===== src/rtl/exc_ctrl_pkg.sv =====
// Shared definitions for the exception/CP0 controller: codes, CP0 map, bit positions.
package exc_defs;

    localparam int unsigned XLEN       = 32;
    localparam int unsigned CODE_W     = 5;
    localparam int unsigned CP0_ADDR_W = 8;

    // ExcCode values written into Cause
    localparam logic [CODE_W-1:0] EXC_INT  = 5'd0;
    localparam logic [CODE_W-1:0] EXC_ADEL = 5'd4;
    localparam logic [CODE_W-1:0] EXC_ADES = 5'd5;
    localparam logic [CODE_W-1:0] EXC_SYS  = 5'd8;
    localparam logic [CODE_W-1:0] EXC_OV   = 5'd12;

    // CP0 addresses as {reg[4:0], sel[2:0]}
    localparam logic [CP0_ADDR_W-1:0] CP0_BADVADDR = {5'd8,  3'd0};
    localparam logic [CP0_ADDR_W-1:0] CP0_COUNT    = {5'd9,  3'd0};
    localparam logic [CP0_ADDR_W-1:0] CP0_COMPARE  = {5'd11, 3'd0};
    localparam logic [CP0_ADDR_W-1:0] CP0_STATUS   = {5'd12, 3'd0};
    localparam logic [CP0_ADDR_W-1:0] CP0_CAUSE    = {5'd13, 3'd0};
    localparam logic [CP0_ADDR_W-1:0] CP0_EPC      = {5'd14, 3'd0};

    // Status / Cause field positions
    localparam int unsigned STATUS_IE     = 0;
    localparam int unsigned STATUS_EXL    = 1;
    localparam int unsigned STATUS_IM7    = 15;
    localparam int unsigned CAUSE_CODE_LO = 2;
    localparam int unsigned CAUSE_IP7     = 15;
    localparam int unsigned CAUSE_TI      = 30;

    typedef enum logic {
        ST_IDLE  = 1'b0,
        ST_FLUSH = 1'b1
    } state_e;

    // Result of prioritising one retiring instruction's events
    typedef struct packed {
        logic              is_exc;
        logic              is_eret;
        logic [CODE_W-1:0] code;
        logic              use_badvaddr_pc;
    } prio_t;

    // Address-error codes are the only ones that load BadVAddr
    function automatic logic code_sets_badvaddr(input logic [CODE_W-1:0] code);
        return (code == EXC_ADEL) || (code == EXC_ADES);
    endfunction

endpackage


===== src/rtl/exc_prio_enc.sv =====
// Priority encoder: picks the single event a retiring instruction raises.
module exc_prio_enc
    import exc_defs::*;
(
    input  logic  i_int_req,
    input  logic  i_fetch_error,
    input  logic  i_overflow,
    input  logic  i_syscall,
    input  logic  i_raddr_error,
    input  logic  i_waddr_error,
    input  logic  i_eret,
    output prio_t o_prio
);

    // Highest-priority flag wins; eret only when no exception is present
    always_comb begin
        o_prio = '0;
        if (i_int_req) begin
            o_prio.is_exc = 1'b1;
            o_prio.code   = EXC_INT;
        end else if (i_fetch_error) begin
            o_prio.is_exc          = 1'b1;
            o_prio.code            = EXC_ADEL;
            o_prio.use_badvaddr_pc = 1'b1;
        end else if (i_overflow) begin
            o_prio.is_exc = 1'b1;
            o_prio.code   = EXC_OV;
        end else if (i_syscall) begin
            o_prio.is_exc = 1'b1;
            o_prio.code   = EXC_SYS;
        end else if (i_raddr_error) begin
            o_prio.is_exc = 1'b1;
            o_prio.code   = EXC_ADEL;
        end else if (i_waddr_error) begin
            o_prio.is_exc = 1'b1;
            o_prio.code   = EXC_ADES;
        end else if (i_eret) begin
            o_prio.is_eret = 1'b1;
        end
    end

endmodule


===== src/rtl/exc_ctrl.sv =====
// Exception/CP0 controller beside WB: owns CP0 state, sequences flush and redirect.
module exc_ctrl
    import exc_defs::*;
#(
    parameter logic [31:0] EXC_ENTER_ADDR = 32'h0000_0000,
    parameter int unsigned FLUSH_CYCLES   = 1
) (
    input  logic                  clk,
    input  logic                  resetn,
    input  logic                  wb_valid,
    input  logic [XLEN-1:0]       wb_pc,
    input  logic [XLEN-1:0]       wb_badvaddr,
    input  logic                  fetch_error,
    input  logic                  raddr_error,
    input  logic                  waddr_error,
    input  logic                  overflow,
    input  logic                  syscall,
    input  logic                  eret,
    input  logic                  mtc0,
    input  logic                  mfc0,
    input  logic [CP0_ADDR_W-1:0] cp0r_addr,
    input  logic [XLEN-1:0]       mtc0_wdata,
    output logic [XLEN-1:0]       cp0r_rdata,
    output logic                  commit,
    output logic [XLEN:0]         exc_bus,
    output logic                  cancel
);

    localparam int unsigned CNT_W = 2;

    state_e           r_state;
    state_e           w_state_nxt;
    logic [CNT_W-1:0] r_flush_cnt;
    logic [CNT_W-1:0] w_flush_cnt_nxt;

    logic [XLEN-1:0]   r_count;
    logic [XLEN-1:0]   r_compare;
    logic [XLEN-1:0]   r_epc;
    logic [XLEN-1:0]   r_badvaddr;
    logic              r_ti;
    logic              r_ip7;
    logic [CODE_W-1:0] r_code;
    logic              r_im7;
    logic              r_exl;
    logic              r_ie;

    logic  w_int_req;
    prio_t w_prio;
    logic  w_accept;
    logic  w_take_exc;
    logic  w_take_eret;
    logic  w_retire;
    logic  w_wr;
    logic  w_unused;

    // Reads are purely address-driven, so the mfc0 strobe carries no information here
    assign w_unused = mfc0;

    assign w_int_req = r_ip7 & r_im7 & r_ie & ~r_exl;

    exc_prio_enc u_prio (
        .i_int_req     (w_int_req),
        .i_fetch_error (fetch_error),
        .i_overflow    (overflow),
        .i_syscall     (syscall),
        .i_raddr_error (raddr_error),
        .i_waddr_error (waddr_error),
        .i_eret        (eret),
        .o_prio        (w_prio)
    );

    assign w_accept    = wb_valid & (r_state == ST_IDLE);
    assign w_take_exc  = w_accept & w_prio.is_exc;
    assign w_take_eret = w_accept & w_prio.is_eret;
    assign w_retire    = w_accept & ~w_prio.is_exc & ~w_prio.is_eret;
    assign w_wr        = w_retire & mtc0;

    // FSM state and flush counter register
    always_ff @(posedge clk or negedge resetn) begin
        if (!resetn) begin
            r_state     <= ST_IDLE;
            r_flush_cnt <= '0;
        end else begin
            r_state     <= w_state_nxt;
            r_flush_cnt <= w_flush_cnt_nxt;
        end
    end

    // Next state: any redirect enters FLUSH, which counts down to IDLE
    always_comb begin
        w_state_nxt     = r_state;
        w_flush_cnt_nxt = r_flush_cnt;
        case (r_state)
            ST_IDLE: begin
                if (w_take_exc || w_take_eret) begin
                    w_state_nxt     = ST_FLUSH;
                    w_flush_cnt_nxt = CNT_W'(FLUSH_CYCLES - 1);
                end
            end
            ST_FLUSH: begin
                if (r_flush_cnt == '0) begin
                    w_state_nxt = ST_IDLE;
                end else begin
                    w_flush_cnt_nxt = r_flush_cnt - CNT_W'(1);
                end
            end
            default: w_state_nxt = ST_IDLE;
        endcase
    end

    // Outputs: redirect and cancel start in the accept cycle, cancel lingers through the countdown
    always_comb begin
        commit  = 1'b0;
        cancel  = 1'b0;
        exc_bus = '0;
        case (r_state)
            ST_IDLE: begin
                commit = w_retire;
                if (w_take_exc) begin
                    exc_bus = {1'b1, EXC_ENTER_ADDR};
                    cancel  = 1'b1;
                end else if (w_take_eret) begin
                    exc_bus = {1'b1, r_epc};
                    cancel  = 1'b1;
                end
            end
            ST_FLUSH: cancel = (r_flush_cnt != '0);
            default: ;
        endcase
    end

    // Free-running Count and the Compare match that raises the timer interrupt
    always_ff @(posedge clk or negedge resetn) begin
        if (!resetn) begin
            r_count   <= '0;
            r_compare <= '0;
            r_ti      <= 1'b0;
            r_ip7     <= 1'b0;
        end else begin
            if (w_wr && (cp0r_addr == CP0_COUNT)) begin
                r_count <= mtc0_wdata;
            end else begin
                r_count <= r_count + 32'd1;
            end
            if (w_wr && (cp0r_addr == CP0_COMPARE)) begin
                r_compare <= mtc0_wdata;
                r_ti      <= 1'b0;
                r_ip7     <= 1'b0;
            end else if (r_count == r_compare) begin
                r_ti  <= 1'b1;
                r_ip7 <= 1'b1;
            end
        end
    end

    // Exception/eret state updates and software writes to Status and EPC
    always_ff @(posedge clk or negedge resetn) begin
        if (!resetn) begin
            r_epc      <= '0;
            r_badvaddr <= '0;
            r_code     <= '0;
            r_im7      <= 1'b0;
            r_exl      <= 1'b0;
            r_ie       <= 1'b0;
        end else if (w_take_exc) begin
            r_epc  <= wb_pc;
            r_code <= w_prio.code;
            r_exl  <= 1'b1;
            if (code_sets_badvaddr(w_prio.code)) begin
                r_badvaddr <= w_prio.use_badvaddr_pc ? wb_pc : wb_badvaddr;
            end
        end else if (w_take_eret) begin
            r_exl <= 1'b0;
        end else if (w_wr) begin
            case (cp0r_addr)
                CP0_STATUS: begin
                    r_im7 <= mtc0_wdata[STATUS_IM7];
                    r_exl <= mtc0_wdata[STATUS_EXL];
                    r_ie  <= mtc0_wdata[STATUS_IE];
                end
                CP0_EPC: r_epc <= mtc0_wdata;
                default: ;
            endcase
        end
    end

    // Combinational CP0 read; unmapped addresses return zero
    always_comb begin
        cp0r_rdata = '0;
        case (cp0r_addr)
            CP0_BADVADDR: cp0r_rdata = r_badvaddr;
            CP0_COUNT:    cp0r_rdata = r_count;
            CP0_COMPARE:  cp0r_rdata = r_compare;
            CP0_STATUS: begin
                cp0r_rdata[STATUS_IM7] = r_im7;
                cp0r_rdata[STATUS_EXL] = r_exl;
                cp0r_rdata[STATUS_IE]  = r_ie;
            end
            CP0_CAUSE: begin
                cp0r_rdata[CAUSE_TI]                           = r_ti;
                cp0r_rdata[CAUSE_IP7]                          = r_ip7;
                cp0r_rdata[CAUSE_CODE_LO +: CODE_W]            = r_code;
            end
            CP0_EPC:      cp0r_rdata = r_epc;
            default:      cp0r_rdata = '0;
        endcase
    end

endmodule


===== config.mk =====
export PLATFORM = sky130hd
export DESIGN_NAME = exc_ctrl
export DESIGN_NICKNAME = d
export VERILOG_FILES = /design/src/rtl/exc_ctrl_pkg.sv /design/src/rtl/exc_prio_enc.sv /design/src/rtl/exc_ctrl.sv
export SDC_FILE = /design/constraint.sdc
export NUM_CORES = 1
export LEC_CHECK = 0
export ABC_AREA = 0
export CAP_MARGIN = 20
export CORE_MARGIN = 4
export CORE_UTILIZATION = 42
export CTS_BUF_LIST = sky130_fd_sc_hd__clkbuf_16
export DETAILED_ROUTE_END_ITERATION = 6
export DONT_BUFFER_PORTS = 1
export PLACE_DENSITY = 0.59
export SLEW_MARGIN = 0
export SYNTH_ARGS = -nofsm -noshare
export SYNTH_HDL_FRONTEND = slang
export SYNTH_HIERARCHICAL = 1
export SYNTH_SLANG_ARGS = --single-unit

===== constraint.sdc =====
create_clock -name clk -period 3 [get_ports clk]
set_input_delay 0.6 -clock clk [delete_from_list [all_inputs] [get_ports clk]]
set_output_delay 0.6 -clock clk [all_outputs]
set_load 0.02 [all_outputs]

==> metrics.txt <==
Slowest cell on crit path=dfrtp_1; fmax=344 MHz; Max VDD drop=420 uV; clk root buf=clkbuf_16; First-pass DRT Iterations=5; Final Hold Viols=140; Worst R2R Path Depth=8; starting density of the core=43.2%; Mapped Avg Cell Area=9.67 sq um; WS Path Type=reg -> out; diode count=0; vias in the first global route=6,367; CP startpoint=r_ie$_DFFE_PN0P_; design area=8940 sq um; CP endpoint kind=output port; Area after DPL=8340 sq um; top-count cell post-synth=dfrtp_1; die width=145 um; Ports=182; most frequent cells after synthesis=dfrtp_1 (140), nor2_1 (79), nand2_1 (74); Slew @ Worst Pin=0.709 ns; setup slack after layout=0.0924 ns; clk_lat worst skew=0.42 ns; CTS H-tree depth=4; setup violators final=0; synth top area cells=dfrtp_1 (45%), mux2i_1 (8.3%), a22oi_1 (5.9%); RSZ-0062 raised after global routing=yes; max-slew violation count=0; YS warnings=6; clk buf depth=2; Yosys reg bits=140; total track usage=22.6%; Cell Pwr Density=532 nW/um^2; worst path cell trace=and4b_1 -> nor2_2 -> and3_1 -> and2_1 -> nor2b_2 -> buf_4 -> and2_2; die height=145 um; Core ar.=18,100 sq um; Seq/Total Area, Yosys=44.7%; synthesis-to-finish area growth=14.2%; DRT antenna net count=0; DR WL/cell=22.0 um; HPWL after DPL=16,800 um; LEAKAGE=3.98 nW; CP required=2.40 ns; first-pass GRT wire length=35,900 um; Hold Worst Slack=-0.123 ns; Worst setup SP type=register; largest stage delay on the critical path=0.39 ns; Post-synth EDFFs=0; Main synth FF type=dfrtp_1; Yosys top cell area share=44.7%; largest net degree at the start of global routing=141; 1st-iter DRT viols=530; DRC=0; Hold/Removal Path Class=in -> async; Max Cap Viol=0; ys async rst share=100%; fin crit period=2.91 ns; post-CTS setup buffer count=0; Slew headroom=52.3%; nets=940; Die Area=20,900 sq um; Crit Path Max Fanout=15; violated checks=negative hold slack; Critical R2R Launch=r_exl$_DFFE_PN0P_; cells after synthesis=810; CTS buffer count=17; multi-input combinational cell area=4150 sq um; worst slack, placed=0.132 ns; vias after detailed routing=6,295; Vias/cell=5.91; Worst-path clk slew=0.06 ns; clk_skew=0.00767 ns; IO Port Bufs=0; Final Cycle Share=96.9%; TritonCTS clock tree=done; WL final=23,500 um; CTS sink count=140; Placement Rows=49; r2r setup slk=0.42 ns; RePlAce Congestion=0.886; status=complete, but fails checks; initial antenna violation count=0; largest area contributor in the netlist=dfrtp_1; R2R Path End=r_compare[20]$_DFFE_PN0P_; Synth Cell Area=7830 sq um; Fill cells=1,670; Worst Path Arrival=2.31 ns; Reg area=3500 sq um; Critical Path End=exc_bus[0]; global route overflow=0; Synth cell types=48; share of layout cells above drive strength 1=19.9%
==> metal layers <==
layer / part of all wire [%] / vias up / global-route usage [%]
met1: 43 / 3101 / 29.8
met4: 2.0 / 0 / 6.87
li1: - / 2927 / -
met5: 0 / - / 0
met3: 7.0 / 33 / 6.48
met2: 48 / 234 / 36.3
==> worst max-delay path, delay by kind of cell (launching register included) <==
family	cells	cell delay, ns
buf+inv	1	0.23
flops	1	0.39
simple gates	6	1.26
==> placed cells by master, fill, tap and decap left out, types with 3 or more instances in the layout <==
cell / instances
o22ai_1: 3
nand3_1: 15
buf_12: 5
xnor2_1: 40
nor4_1: 4
nand4_1: 18
clkinvlp_4: 5
nor4_2: 4
nor3_1: 5
nor2_1: 77
and3_1: 4
nand2_1: 73
a22oi_1: 62
mux2_1: 3
dfrtp_1: 140
inv_6: 3
clkinv_2: 3
mux2_2: 37
xor2_1: 22
buf_4: 44
a21oi_1: 65
o21ai_0: 38
o221ai_1: 6
and2_2: 30
inv_1: 5
clkbuf_16: 17
mux2i_1: 65
==> power breakdown <==
part	switching, mW	internal [mW]
Combinational	0.256	0.221
Clock	0.847	1.14
Sequential	0.185	2.11
==> worst min-delay path by stage <==
stage,from,end,depth (start not counted)
2_1_floorplan,resetn,r_badvaddr[0]$_DFFE_PN0P_,0
6_report,resetn,r_flush_cnt[0]$_DFFE_PN0P_,0
3_5_place_dp,resetn,r_epc[15]$_DFFE_PN0P_,0
3_3_place_gp,resetn,r_flush_cnt[1]$_DFFE_PN0P_,0
5_1_grt,resetn,r_flush_cnt[0]$_DFFE_PN0P_,0
4_1_cts,resetn,r_epc[15]$_DFFE_PN0P_,0
==> state kept, by name (all words and copies together) (netlist names), 2 cells and up <==
register	flops
r_badvaddr	32
r_code	5
r_compare	32
r_count	32
r_epc	32
r_flush_cnt	2
==> logic make-up (layout without fill, tap and decap cells) <==
logic type	count (synthesis)	in the layout	synth area share, %
compound gates	180	180	14.2
xor+xnor	62	62	6.93
fa+ha+maj	2	2	0.319
buf+inv	61	86	3.48
flops	140	140	44.7
mux	105	105	14.1
other cells	1	2	0.0479
simple gates	259	259	16.3
==> layout make-up <==
class	count	area share, %
Clock inverter	15	1.40
Multi-Input combinational cell	610	46.4
Inverter	4	0.168
Tap cell	229	3.20
Clock buffer	17	4.76
Sequential cell	140	39.2
Timing Repair Buffer	50	4.94
==> repair_timing <==
action                                  4_1_cts  5_1_grt
cloned                                        0        0
endpoints found under the setup margin        3       32
hold endpoints to repair                    140      140
resized for setup                             3       33
==> per-stage QoR <==
stage	TNS, ns	util (%)	total power [mW]	std cells	hold WS [ns]
after detailed placement	0	46.0	2.81	1033	0.311
final	0	49.3	4.76	1065	-0.123
after global routing	-1.05	49.3	4.96	1065	-0.152
after global placement	0	46.0	2.77	1033	0.313
after floorplan	0	-	2.64	811	0.304
after CTS	0	49.0	4.79	1065	-0.146
Power figures use the tool's default switching activity.
